<file path="src/rtl/sal_rd_resp_merger.sv">
`default_nettype none
// +--------------------------------------------------------------------------+
// | sal_rd_resp_merger: re-orders per-bank read beats onto one AXI R channel  |
// | by sequence number. Optional watchdog: define SAL_RD_RESP_TIMEOUT_EN.     |
// | Revision: 1.0                                                            |
// +--------------------------------------------------------------------------+
module sal_rd_resp_merger #(
  parameter int BK_CNT      = 4,
  parameter int DATA_W      = 128,
  parameter int ID_W        = 4,
  parameter int SEQ_W       = 8,
  parameter int TIMEOUT_CYC = 1023
) (
  input  logic                     clk,
  input  logic                     rst,
  input  logic [BK_CNT-1:0]        bk_rvalid,
  output logic [BK_CNT-1:0]        bk_rready,
  input  logic [BK_CNT*ID_W-1:0]   bk_rid,
  input  logic [BK_CNT*DATA_W-1:0] bk_rdata,
  input  logic [BK_CNT-1:0]        bk_rlast,
  input  logic [BK_CNT*SEQ_W-1:0]  bk_seq_num,
  output logic                     rvalid,
  input  logic                     rready,
  output logic [ID_W-1:0]          rid,
  output logic [DATA_W-1:0]        rdata,
  output logic [1:0]               rresp,
  output logic                     rlast,
  output logic                     err_timeout
);

  localparam int c_ENT_W = DATA_W + ID_W + 1;

  logic [SEQ_W-1:0]   exp_seq_q, exp_seq_d;
  logic [1:0]         fifo_cnt_q, fifo_cnt_d;
  logic               wr_ptr_q, wr_ptr_d;
  logic               rd_ptr_q, rd_ptr_d;
  logic [c_ENT_W-1:0] mem_q [2];

  logic [BK_CNT-1:0]  sel;
  logic               found;
  logic [c_ENT_W-1:0] sel_entry;
  logic               can_push;
  logic               push;
  logic               pop;
  logic [c_ENT_W-1:0] head;

  // Lowest-index bank carrying the expected sequence number wins.
  always_comb begin
    sel       = '0;
    found     = 1'b0;
    sel_entry = '0;
    for (int i = 0; i < BK_CNT; i++) begin
      if (!found && bk_rvalid[i] &&
          (bk_seq_num[i*SEQ_W +: SEQ_W] == exp_seq_q)) begin
        found     = 1'b1;
        sel[i]    = 1'b1;
        sel_entry = {bk_rlast[i], bk_rid[i*ID_W +: ID_W], bk_rdata[i*DATA_W +: DATA_W]};
      end
    end
  end

  // Ready is derived from FIFO occupancy only, never from rready.
  assign can_push  = (fifo_cnt_q < 2'd2) && !rst;
  assign bk_rready = sel & {BK_CNT{can_push}};
  assign push      = found && can_push;
  assign pop       = (fifo_cnt_q != 2'd0) && rready;

  always_comb begin
    fifo_cnt_d = fifo_cnt_q;
    if (push && !pop) begin
      fifo_cnt_d = fifo_cnt_q + 2'd1;
    end else if (pop && !push) begin
      fifo_cnt_d = fifo_cnt_q - 2'd1;
    end
    wr_ptr_d  = wr_ptr_q ^ push;
    rd_ptr_d  = rd_ptr_q ^ pop;
    exp_seq_d = exp_seq_q;
    if (push && sel_entry[c_ENT_W-1]) begin
      exp_seq_d = exp_seq_q + 1'b1;
    end
  end

  always_ff @(posedge clk) begin
    if (rst) begin
      exp_seq_q  <= '0;
      fifo_cnt_q <= '0;
      wr_ptr_q   <= 1'b0;
      rd_ptr_q   <= 1'b0;
    end else begin
      exp_seq_q  <= exp_seq_d;
      fifo_cnt_q <= fifo_cnt_d;
      wr_ptr_q   <= wr_ptr_d;
      rd_ptr_q   <= rd_ptr_d;
    end
  end

  // Payload storage needs no reset; validity is tracked by fifo_cnt_q.
  always_ff @(posedge clk) begin
    if (push) begin
      mem_q[wr_ptr_q] <= sel_entry;
    end
  end

  assign head   = mem_q[rd_ptr_q];
  assign rvalid = (fifo_cnt_q != 2'd0);
  assign rlast  = head[c_ENT_W-1];
  assign rid    = head[DATA_W +: ID_W];
  assign rdata  = head[DATA_W-1:0];
  assign rresp  = 2'b00;

`ifdef SAL_RD_RESP_TIMEOUT_EN
  localparam int c_WD_W = $clog2(TIMEOUT_CYC + 1);

  logic [c_WD_W-1:0] wd_cnt_q, wd_cnt_d;
  logic              err_q, err_d;

  // Counts cycles where some bank waits but none holds the expected burst.
  always_comb begin
    wd_cnt_d = wd_cnt_q;
    if (push || (bk_rvalid == '0)) begin
      wd_cnt_d = '0;
    end else if (!found && (wd_cnt_q != c_WD_W'(TIMEOUT_CYC))) begin
      wd_cnt_d = wd_cnt_q + 1'b1;
    end
    err_d = err_q | (wd_cnt_d == c_WD_W'(TIMEOUT_CYC));
  end

  always_ff @(posedge clk) begin
    if (rst) begin
      wd_cnt_q <= '0;
      err_q    <= 1'b0;
    end else begin
      wd_cnt_q <= wd_cnt_d;
      err_q    <= err_d;
    end
  end

  assign err_timeout = err_q;
`else
  logic unused_timeout_cfg;
  assign unused_timeout_cfg = (TIMEOUT_CYC == 0);
  assign err_timeout        = 1'b0;
`endif

endmodule
`default_nettype wire

</file>
<file path="config.mk">
export PLATFORM = sky130hd
export DESIGN_NAME = sal_rd_resp_merger
export DESIGN_NICKNAME = d
export VERILOG_FILES = /design/src/rtl/sal_rd_resp_merger.sv
export SDC_FILE = /design/constraint.sdc
export NUM_CORES = 1
export LEC_CHECK = 0
export ABC_CLOCK_PERIOD_IN_PS = 14380
export BUFFER_PORTS_ARGS = -buffer_cell sky130_fd_sc_hd__buf_2
export CORE_AREA = 2 2 277 279
export CTS_CLUSTER_DIAMETER = 150
export DETAILED_ROUTE_END_ITERATION = 8
export DIE_AREA = 0 0 279 281
export GPL_ROUTABILITY_DRIVEN = 0
export PLACE_DENSITY = 0.43
export SETUP_SLACK_MARGIN = 0.2
export SLEW_MARGIN = 20
export SYNTH_ARGS = -nofsm -noshare
export SYNTH_HDL_FRONTEND = slang
export SYNTH_SLANG_ARGS = --single-unit
</file>
<file path="constraint.sdc">
create_clock -name clk -period 14.38 [get_ports clk]
set_input_delay 2.876 -clock clk [delete_from_list [all_inputs] [get_ports clk]]
set_output_delay 2.876 -clock clk [all_outputs]
set_load 0.02 [all_outputs]
</file>
[After elaboration in Yosys (flattened, before gate mapping)]
Memory sizes are Yosys's and may differ from the RTL's. A register that Yosys moved wholly into a read port is not among the register bits.
Cells that the tools add are included.
Widths: inputs -> output; s select.
Word-level totals
  register bits: 12
  memory bits (writable): 266
  input bits: 571
  output and inout bits: 141
  logic and storage cells: 53
  memories kept: 1
Operators by class
  add/subtract/negate cells: 3
  $lt $le $gt $ge: 1
  equal/unequal tests: 4
  muxes and demuxes: 16
  bitwise operators: 3
  reductions and logical operators: 21
Memory list
  mem_q: words 2, bits a word 133, read ports 1, clocked after memory_dff 1, wr ports 1, RTL line 37  | logic [c_ENT_W-1:0] mem_q [2];
Operators with widths (count)
  $mux 133: 4
  $eq 8x8->1: 4
  $logic_and 1x1->1: 13
  $mux 1: 10
  $add 8x1->8 const B: 1
  $logic_not 1->1: 6
  $and 4x4->4: 1
  $mux 2: 2
  $reduce_bool 2->1: 2
  $add 2x1->2 const B: 1
  $lt 2x2->1 const B: 1
  $sub 2x1->2 const B: 1
  $xor 1x1->1: 2

[Longest topological paths before layout]
  word-level depth: 20
  mapped depth: 12
  depth with buffers taken out: 9

[Least setup slack after synthesis]
Ideal clock, no wire load.
  path type: in2reg
  start: in bk_seq_num[5]
  end: mem mem_q[1][0] (netlist name), enable pin
  library setup time: 509 ps
  arrival: 6980 ps
  required time: 13871 ps
  setup slack: 6891 ps
  stages on the path: 6
  buffers on the path: 0
  path through: xnor2_1 -> nand3_1 -> nor3_2 -> nor3_1 -> a21oi_1 -> ha_1
On the way
  cells in the longest elaborated chain, start to end: 18
RTL lines
  from (decl): RTL line 21  | input logic [BK_CNT*SEQ_W-1:0] bk_seq_num,
  $eq 8x8->1 (*): RTL line 54  | (bk_seq_num[i*SEQ_W +: SEQ_W] == exp_seq_q)) begin
  $logic_and 1x1->1 (*): RTL line 53  | if (!found && bk_rvalid[i] &&
  $mux 1 (*): RTL line 53
  $logic_not 1->1: RTL line 53
  $logic_and 1x1->1 (2 in a row): RTL line 53
  $mux 1 (*): RTL line 53
  $logic_not 1->1: RTL line 53
  $logic_and 1x1->1 (2 in a row): RTL line 53
  $mux 1 (*): RTL line 53
  $logic_not 1->1: RTL line 53
  $logic_and 1x1->1 (2 in a row): RTL line 53
  $mux 1 (*): RTL line 53
  $logic_and 1x1->1 (*): RTL line 65  | assign push = found && can_push;
  $mux 1 (*): RTL line 99  | if (push) begin
  $mux 1 (implied by the code) (*): RTL line 100  | mem_q[wr_ptr_q] <= sel_entry;
  to (decl): RTL line 37
Every way passes the cells marked *; elsewhere a longest branch is shown, timed or not.

[Worst setup path after layout]
  start: in bk_seq_num[5]
  end: out bk_rready[3]
On the way
  cells in the longest elaborated chain, start to end: 16
RTL lines
  $eq 8x8->1 (*): RTL line 54
  $logic_and 1x1->1 (*): RTL line 53
  $mux 1 (*): RTL line 53
  $logic_not 1->1: RTL line 53
  $logic_and 1x1->1 (2 in a row): RTL line 53
  $mux 1 (*): RTL line 53
  $logic_not 1->1: RTL line 53
  $logic_and 1x1->1 (2 in a row): RTL line 53
  $mux 1 (*): RTL line 53
  $logic_not 1->1 (*): RTL line 53
  $logic_and 1x1->1 (*) (2 in a row): RTL line 53
  $mux 1 (*): RTL line 53
  $and 4x4->4 (*): RTL line 64  | assign bk_rready = sel & {BK_CNT{can_push}};
  to (decl): RTL line 17  | output logic [BK_CNT-1:0] bk_rready,
Marks and branches as above.

==> impl_results.md <==
- Clk sinks: between 200 and 300
- Clock slew at reported path FFs: ~0.060 ns
- Worst flop-to-flop path endpoint: exp_seq_q[5]$_SDFFE_PP0P_
- Hold Path Class: reg2reg
- Post-route cell area: around 0.020 mm²
- Cell depth of the worst min-delay path: 2
- Vias per inst: around 4.4
- Main synth FF type: edfxtp_1
- R2R cell count: 9
- Tcrit/Tclk final: between 50% and 60%
- Pwr dens: between 90 and 100 mW/mm²
- DR WL/cell: slightly above 20 µm
- Flop pwr share: 46.7%
- Port bufs: roughly 700
- Die area: between 0.07 and 0.08 mm²
- DR vias: 12.4k
- Gr usage total: approximately 14%
- Clk_lat worst skew: roughly 0.52 ns
- Clk pwr share: between 40 and 50%
- Setup CP Type: in2out
- Largest net degree at the start of global routing: between 100 and 150
- R2r setup slk: around 10 ns
- Placed Area: 0.0185 mm²
- Final setup skew: 0.0146 ns
- DRC errors left: 0
- Mapped Area: approximately 0.014 mm²
- Cell count after synthesis: 1154
- Post-Syn Area per Cell: between 10 and 15 µm²
- Hold_sp: fifo_cnt_q[1]$_SDFFE_PP0P_
- LEAKAGE: 7.13 nW
- R2R Path Start: exp_seq_q[2]$_SDFFE_PP0P_
- Dpl hpwl: roughly 43 mm
- Internal power: 0.00147 W
- Sequential area share after synthesis: ~59%
- Vias in the first global route: between 10k and 15k
- Async set-reset flop share out of synthesis: 0%
- Starting Density: a little under a fifth
- PostCTS Resize Cnt: 0
- Routed Antenna Nets: 0
- Area grow syn2layout: 40.0%
- Crit path required time: roughly 12 ns
- Initial antenna violation count: 7
- Status: completed
- P_sw: ~0.00042 W
- Most frequent cells in the layout: buf_2, edfxtp_1, nand2_1
- FF+latch count, synth: 278
- Type of origin of the critical path: input port
- Area of the core: ~0.075 mm²
- Clock Tree Buf Depth: 3
- Most common cell after layout, fill and taps aside: buf_2
- # rows: approximately 100
- Post-synth EDFFs: ~270
- VDD IR max: 0.0686 mV
- CTS Hold Bufs: 0
- Least-Margin Pin Slew: approximately 1.1 ns
- Yosys warnings: 0
- Postcts setup bufs: 0
- Grt ovf: 0
- Max-cap viol count: 0
- Share of total power in combinational logic: under 10%
- Die H: approximately 280 µm
- Root buffer cell: clkbuf_16
- Ports: 712
- RSZ-0062 raised after global routing: no
- Final setup viols: 0
- Nets: 2390
- Die X: 279 µm
- Hold EP: fifo_cnt_q[1]$_SDFFE_PP0P_
- Cell variety after synth: 36
- DR pass1 iterations: 7
- Fmax achieved: ~0.13 GHz
- Wirelength, routed: 57.4 mm
- Slew headroom: between 20% and 30%
- Num CTS Buffers: 34
- Worst setup EP type: output port
- Final hold violations: 0
- Layout cell share with drive strength beyond 1: about half
- CP arrival: ~5.1 ns
- Slew Viols, Final: 0
- Crit path max fanout: slightly above 60
- TNS Setup: 0 ns
- CTS H-Tree Depth: 2
- First-pass GRT wire length: 80.3 mm
- Clock tree from TritonCTS: done
- Drt initial violations: 620
- Minimum clock period: roughly 8.0 ns
- Switch share: about 22%
## cell usage after synthesis, types with 3 or more instances
cell,instances,share of area [%]
edfxtp_1,266,57
nand3_1,27,0.97
nand4_1,6,0.27
o21ai_0,108,3.9
nor2b_1,3,0.13
or4_1,4,0.21
or3_1,6,0.27
buf_2,15,0.54
nor2_1,21,0.56
a21oi_1,23,0.82
nor4_1,3,0.13
buf_4,8,0.43
clkbuf_1,67,1.8
buf_1,10,0.27
a221o_1,131,9.4
ha_1,4,0.36
nand2_1,233,6.3
mux2_2,134,11
a22oi_1,13,0.70
xnor2_1,32,2.0
xor2_1,4,0.25
dfxtp_1,12,1.7
nor3_1,5,0.18
## kinds of logic (layout without fill, tap and decap cells)
family,Yosys count,count (layout),synth area share [%]
AND/OR/NAND/NOR,317,317,9.44
AO/OA/AOI/OAI,280,280,15.1
flip-flops,278,278,58.8
multiplexers,135,135,10.9
buffers and inverters,103,785,3.17
XOR/XNOR,36,36,2.25
adder cells (fa/ha/maj),4,4,0.358
other,1,8,0.0268
## critical path: stages
cell	delay [ns]
buf_2	0.10
xnor2_1	0.17
nand3_1	0.26
nor3_2	0.09
nor4_2	0.50
buf_4	0.63
and2_1	0.23
buf_2	0.16
## flip-flops by register name, indices dropped and copies added, names as in the netlist
name	cells
wr_ptr_q	1
mem_q	266
fifo_cnt_q	2
exp_seq_q	8
rd_ptr_q	1
## per-layer routing
metal | part of all wire, % | GRT usage (%) | wire length (µm)
met1 | 40 | 16.5 | 23200
met2 | 49 | 23.6 | 28000
met3 | 7.6 | 3.82 | 4360
met4 | 3.3 | 5.14 | 1880
met5 | 0.084 | 0 | 48
## final cells by class
class	count	area (µm²)
fillers	8020	55900
flip-flops and latches	278	8230
multi-input cells	775	5380
repair buffers	724	3660
well taps	978	1220
clock buffers	41	898
clock inverters	18	161
diodes	5	12.5
inverters	2	7.51
## per-stage QoR
| stage | cells | util (%) | hold slack [ns] | power [W] | worst slack, ns |
|---|---|---|---|---|---|
| global route | 2819 | 25.9 | 0.563 | 0.00197 | 6.20 |
| detailed placement | 2757 | 24.5 | 0.510 | 0.00108 | 6.37 |
| finish | 2821 | 26.0 | 0.522 | 0.00189 | 6.42 |
| floorplan | 1156 | - | 0.475 | 0.000969 | 6.89 |
| global placement | 2757 | 24.5 | 0.505 | 0.00108 | 6.47 |
| CTS | 2816 | 25.9 | 0.527 | 0.00193 | 6.32 |
## power groups by stage
| stage | clock network (W) | logic (W) | registers, W |
|---|---|---|---|
| after detailed placement | 0 | 0.000181 | 0.000899 |
| after CTS | 0.000868 | 0.000182 | 0.000882 |
| after global routing | 0.000894 | 0.000193 | 0.000882 |
| after floorplan | 0 | 0.0000730 | 0.000896 |
| final | 0.000827 | 0.000179 | 0.000882 |
| after global placement | 0 | 0.000181 | 0.000899 |
## how the worst max path moves through the flow
stage                                       end  slack (ns)      startpoint  cells after the start
after floorplan           mem_q[1][0]$_DFFE_PP_        6.89   bk_seq_num[5]                      6
after detailed placement           bk_rready[3]        6.37   bk_seq_num[5]                      8
after global routing               bk_rready[3]        6.20  bk_seq_num[27]                      9
after global placement             bk_rready[3]        6.47  bk_seq_num[29]                      9
after CTS                          bk_rready[3]        6.32   bk_seq_num[5]                      8
final                              bk_rready[3]        6.42   bk_seq_num[5]                      8
Power figures use the tool's default switching activity.
